`config.mk`:
```
export PLATFORM = sky130hd
export DESIGN_NAME = chg_log_monitor
export DESIGN_NICKNAME = d
export VERILOG_FILES = /design/src/rtl/chg_log_pkg.sv /design/src/rtl/chg_log_fifo.sv /design/src/rtl/chg_log_monitor.sv
export SDC_FILE = /design/constraint.sdc
export NUM_CORES = 1
export LEC_CHECK = 0
export BUFFER_PORTS_ARGS = -buffer_cell sky130_fd_sc_hd__buf_4
export CAP_MARGIN = 10
export CORE_UTILIZATION = 59
export CTS_BUF_LIST = sky130_fd_sc_hd__clkbuf_4 sky130_fd_sc_hd__clkbuf_8
export CTS_CLUSTER_DIAMETER = 30
export DETAILED_ROUTE_END_ITERATION = 7
export PLACE_DENSITY = 0.79
export SLEW_MARGIN = 20
export SYNTH_ARGS = -nofsm -noshare
export SYNTH_HDL_FRONTEND = slang
export SYNTH_SLANG_ARGS = --single-unit
```
`constraint.sdc`:
```
create_clock -name clk -period 3.15 [get_ports clk]
set_input_delay 0.63 -clock clk [delete_from_list [all_inputs] [get_ports clk]]
set_output_delay 0.63 -clock clk [all_outputs]
set_load 0.01 [all_outputs]
```
`src/rtl/chg_log_pkg.sv`:
```
// chg_log_monitor shared types and constants.
// CHG_LOG_TIMESTAMP_EN adds a timestamp field to each log entry.
package chg_log_pkg;

  localparam int DROP_CNT_W = 16;
  localparam logic [DROP_CNT_W-1:0] DROP_SAT = 16'hFFFF;

  localparam int DEF_WIDTH = 3;
  localparam int DEF_TS_W  = 32;

`ifdef CHG_LOG_TIMESTAMP_EN
  typedef struct packed {
    logic [DEF_TS_W-1:0]  ts;
    logic [DEF_WIDTH-1:0] data;
  } chg_entry_t;
`else
  typedef struct packed {
    logic [DEF_WIDTH-1:0] data;
  } chg_entry_t;
`endif

  function automatic logic [DROP_CNT_W-1:0] sat_inc(
    input logic [DROP_CNT_W-1:0] v
  );
    return (v == DROP_SAT) ? v : v + 1'b1;
  endfunction

endpackage

```
`src/rtl/chg_log_fifo.sv`:
```
// First-word-fall-through FIFO for chg_log_monitor entries.
// Head data reads as zero while empty.
module chg_log_fifo #(
  parameter  int W     = 3,
  parameter  int DEPTH = 8,
  localparam int AW    = $clog2(DEPTH),
  localparam int LW    = AW + 1
) (
  input  logic          clk,
  input  logic          rst,
  input  logic          push_i,
  input  logic          pop_i,
  input  logic [W-1:0]  din_i,
  output logic [W-1:0]  dout_o,
  output logic [LW-1:0] level_o,
  output logic          full_o,
  output logic          empty_o
);

  logic [W-1:0]  mem_q [DEPTH];
  logic [AW-1:0] wr_q, rd_q;
  logic [LW-1:0] level_q, level_d;
  logic          push_ok, pop_ok;

  assign empty_o = (level_q == '0);
  assign full_o  = (level_q == LW'(DEPTH));
  assign pop_ok  = pop_i && !empty_o;
  assign push_ok = push_i && (!full_o || pop_ok);

  always_comb begin
    level_d = level_q;
    unique case ({push_ok, pop_ok})
      2'b10:   level_d = level_q + 1'b1;
      2'b01:   level_d = level_q - 1'b1;
      default: level_d = level_q;
    endcase
  end

  always_ff @(posedge clk or posedge rst) begin
    if (rst) begin
      wr_q    <= '0;
      rd_q    <= '0;
      level_q <= '0;
    end else begin
      if (push_ok) wr_q <= wr_q + 1'b1;
      if (pop_ok)  rd_q <= rd_q + 1'b1;
      level_q <= level_d;
    end
  end

  // storage needs no reset: the head is masked while empty
  always_ff @(posedge clk) begin
    if (push_ok) mem_q[wr_q] <= din_i;
  end

  assign dout_o  = empty_o ? '0 : mem_q[rd_q];
  assign level_o = level_q;

endmodule

```
`src/rtl/chg_log_monitor.sv`:
```
// Value-change monitor: logs {ts, sample} on change or monitor-on.
// CHG_LOG_TIMESTAMP_EN enables the ts counter and out_ts port.
module chg_log_monitor
  import chg_log_pkg::*;
#(
  parameter  int WIDTH = 3,
  parameter  int DEPTH = 8,
  parameter  int TS_W  = 32,
  localparam int LW    = $clog2(DEPTH) + 1
) (
  input  logic                  clk,
  input  logic                  rst,
  input  logic                  en,
  input  logic [WIDTH-1:0]      sample,
  output logic                  out_valid,
  input  logic                  out_ready,
  output logic [WIDTH-1:0]      out_data,
`ifdef CHG_LOG_TIMESTAMP_EN
  output logic [TS_W-1:0]       out_ts,
`endif
  output logic [LW-1:0]         level,
  output logic [DROP_CNT_W-1:0] drop_cnt
);

  if (DEPTH < 2 || (DEPTH & (DEPTH - 1)) != 0 || TS_W < 1)
  begin : g_bad_param
    $error("chg_log_monitor: bad DEPTH or TS_W");
  end

`ifdef CHG_LOG_TIMESTAMP_EN
  typedef struct packed {
    logic [TS_W-1:0]  ts;
    logic [WIDTH-1:0] data;
  } entry_t;
`else
  typedef struct packed {
    logic [WIDTH-1:0] data;
  } entry_t;
`endif

  logic [WIDTH-1:0]      prev_q;
  logic                  en_q, prime_q;
  logic [DROP_CNT_W-1:0] drop_q, drop_d;
  logic                  ev, push, pop;
  logic                  full, empty;
  entry_t                wr_e, rd_e;

  assign ev   = en && (prime_q || !en_q || sample != prev_q);
  assign pop  = out_valid && out_ready;
  assign push = ev && (!full || pop);

  always_comb begin
    drop_d = drop_q;
    if (ev && !push) drop_d = sat_inc(drop_q);
  end

  always_ff @(posedge clk or posedge rst) begin
    if (rst) begin
      prev_q  <= '0;
      en_q    <= 1'b0;
      prime_q <= 1'b1;
      drop_q  <= '0;
    end else begin
      prev_q  <= sample;
      en_q    <= en;
      prime_q <= 1'b0;
      drop_q  <= drop_d;
    end
  end

`ifdef CHG_LOG_TIMESTAMP_EN
  logic [TS_W-1:0] ts_q;

  always_ff @(posedge clk or posedge rst) begin
    if (rst) ts_q <= '0;
    else     ts_q <= ts_q + 1'b1;
  end

  assign wr_e.ts = ts_q;
  assign out_ts  = rd_e.ts;
`endif

  assign wr_e.data = sample;

  chg_log_fifo #(
    .W     ($bits(entry_t)),
    .DEPTH (DEPTH)
  ) u_fifo (
    .clk     (clk),
    .rst     (rst),
    .push_i  (push),
    .pop_i   (pop),
    .din_i   (wr_e),
    .dout_o  (rd_e),
    .level_o (level),
    .full_o  (full),
    .empty_o (empty)
  );

  assign out_valid = !empty;
  assign out_data  = rd_e.data;
  assign drop_cnt  = drop_q;

endmodule

```
==> results by group <==
Outcome
  – Status: complete, no violations

Power and ir drop
  – Max VDD drop: between 0.0004 and 0.0005 V
  – Internal power: ~1.4 mW
  – Sequential power share: approximately half
  – Sw frac: 33.42%
  – NetSw: approximately 700 uW
  – Logic pwr share: 29.2%
  – PD cells: around 740 mW/mm2
  – Clock network fraction of total power: 20.2%
  – Lkg Pwr: 1.190 nW
  – Pwr Total: 2.106 mW

Die
  – Full die area: 0.004466 mm2
  – Initial Util: between 60% and 70%
  – Cell Rows: 23
  – Chip Height: 66.83 um
  – Ports: 31
  – Chip Width: roughly 67 um
  – Core Region: between 0.004 and 0.005 mm2

CTS
  – Worst skew pair latency: 0.32 ns
  – TritonCTS Buffers: 5
  – CTS tree: yes
  – Max Root-Sink Buffers: 2
  – Clock Tree Root: clkbuf_8
  – Post-CTS resize count: 0
  – Setup Buffers After CTS: 0
  – CTS sink count: 55
  – H-tree levels: 2
  – Hold_buf cts: 0
  – Clk slew on worst S/H paths: around 0.10 ns

Worst setup path
  – FF-to-FF path depth: 11
  – CP max-delay cell: dfrtp_1
  – Slowest Stage Delay on Critical Path: between 0.6 and 0.7 ns
  – R2R Path Start: u_fifo.level_o[0]
  – Flop-to-flop setup slack: around 0.64 ns
  – Crit start category: register
  – Worst Setup End Kind: primary output
  – Data arrival time of the worst path: around 1.9 ns
  – Buffers & Inverters on Critical Path: 1
  – Worst-path fanout max: 8
  – Crit Path Class: reg -> out
  – Family with the most delay on the worst path: multiplexers
  – Worst path required time: about 2.5 ns
  – Critical-path cell list: mux4_2, mux2i_1, nor2_1, buf_4
  – CP startpoint: u_fifo.rd_q[0]
  – FF-to-FF End: u_fifo.level_o[2]

Synth
  – Post-synth cell types: 37
  – Mapped Nets: 194
  – Mean post-synth cell area: 13.70 um2
  – Yosys Warn Count: 0
  – Post-Syn Area: between 0.002 and 0.0025 mm2
  – Yosys reg bits: 55
  – Top FF cell, synth: dfrtp_1
  – Post-synth EDFFs: 24
  – Post-Syn Instances: approximately 180
  – Sequential fraction of the synthesis area: between 60 and 70%
  – Async SR Flop Fraction: a little under three fifths

Min path
  – Hold Path Class: in -> async

Global route
  – Gr ovfl total: 0
  – Antenna violations before repair: 0
  – Grt met3 use: between 5 and 6%
  – M2 GR Usage: approximately 35%
  – Vias in the first global route: 1419
  – Met1 Usage GRT: between 30 and 40%
  – First-pass GRT wire length: between 6 and 7 mm
  – GR peak layer: met2
  – Total track usage: 22.63%
  – Largest net degree at the start of global routing: 32

Final layout
  – Commonest non-fill, non-tap cell in the layout: buf_4
  – Area delta synth->final: 14.38%
  – N_diodes: 0
  – Design area: between 0.002 and 0.003 mm2
  – Share of cells above drive strength 1: a little over a quarter
  – Final nets: between 200 and 250
  – Commonest cells after routing, fill and taps aside: buf_4 (34), dfrtp_1 (30), edfxtp_1 (24)

Route
  – 1st-iter DRT viols: 63
  – Vias: between 1500 and 2000
  – DRT Pass-1 Iters: 4
  – Final WL: approximately 4.4 mm
  – Wire length per cell: approximately 17 um
  – Vias per inst: between 5 and 6
  – # DRC: 0
  – Final ANT Viol Nets: 0

Timing
  – Setup_tns: 0 ns
  – Post-route clock period utilization: roughly four fifths
  – Fin. max-slew vios: 0
  – Final setup fails: 0
  – Final Hold Viols: 0
  – Setup Skew: 0.006035 ns
  – Slew headroom: 56.11%
  – RSZ-0062 raised after global routing: no
  – Clock period minus worst slack: around 2.6 ns
  – Max Clk Rate: 390.3 MHz
  – Slew @ Worst Pin: between 0.6 and 0.7 ns

Placement
  – Placed Area: 0.002736 mm2
  – GP Congestion: about 0.78
  – Dpl hpwl: around 3.1 mm
  – PortBufs: 30

Job
  – Max cap viols: 0
[stage by stage]
step                util, %  setup WS [ns]  hold WS, ns  cells
global route          70.40         0.4577       0.4293    263
detailed placement    67.92         0.4102       0.5034    255
floorplan                 -         0.6668       0.5253    181
finish                70.40         0.5881       0.3895    263
CTS                   70.40         0.5607       0.3990    263
global placement      67.92         0.5129       0.4894    255
[state kept, by name (all words and copies together), names as in the netlist]
register        flops
u_fifo.mem_q       24
drop_cnt           16
u_fifo.rd_q         3
en_q                1
prev_q              3
u_fifo.wr_q         3
u_fifo.level_o      4
prime_q             1
[synth_stat cells (4+ instances only)]
master    count  area, um2
dfrtp_1      30      750.7
edfxtp_1     24      720.7
xnor2_1      19      166.4
nand2_1      11      41.29
nand4_1       9      56.30
nor2_1        9      33.78
xor2_1        8      70.07
ha_1          6      75.07
mux4_2        6      135.1
nand3_1       5      25.02
nor2b_1       5      31.28
nor3_1        5      25.02
clkbuf_1      4      15.01
inv_1         4      15.01
[worst max path at each step]
stage                                   end  slack (ns)  depth (start not counted)
after global routing            out_data[0]        0.46                          4
after detailed placement  u_fifo.level_o[2]        0.41                         12
after CTS                       out_data[0]        0.56                          4
after global placement    u_fifo.level_o[2]        0.51                         12
final                           out_data[0]        0.59                          4
after floorplan           u_fifo.level_o[2]        0.67                         10
[worst min-delay path: stages]
cell and delay (ns):
buf_4 0.11, inv_1 0.04, buf_4 0.35
[area by class of cell]
class / count / area (um2)
Clock buffer: 5 / 68.82
Clock inverter: 3 / 31.28
Fill cell: 276 / 1192
Inverter: 4 / 15.01
Multi-Input combinational cell: 112 / 905.9
Sequential cell: 55 / 1498
Tap cell: 50 / 62.56
Timing Repair Buffer: 34 / 255.2
[power by group through the flow]
stage / Combinational, mW / Sequential, mW / Clock [mW]
2_1_floorplan: 0.480 / 0.987 / 0
3_3_place_gp: 0.598 / 1.07 / 0
3_5_place_dp: 0.624 / 1.08 / 0
4_1_cts: 0.626 / 1.07 / 0.432
5_1_grt: 0.687 / 1.09 / 0.458
6_report: 0.615 / 1.07 / 0.425
[routing by layer]
metal  routed length, um  vias up
met5                   0        -
met4                  68        0
met3                 161        7
met2                2162       30
met1                1990      766
li1                    -      713
[logic make-up after synthesis]
| kind of cell | share of synthesized area [%] |
|---|---|
| compound gates | 1.060 |
| xor+xnor | 9.536 |
| fa+ha+maj | 3.027 |
| buf+inv | 3.077 |
| flops | 60.39 |
| mux | 8.022 |
| other cells | 0.1512 |
| simple gates | 14.73 |
Note: power is estimated with default switching activity, not from simulation.
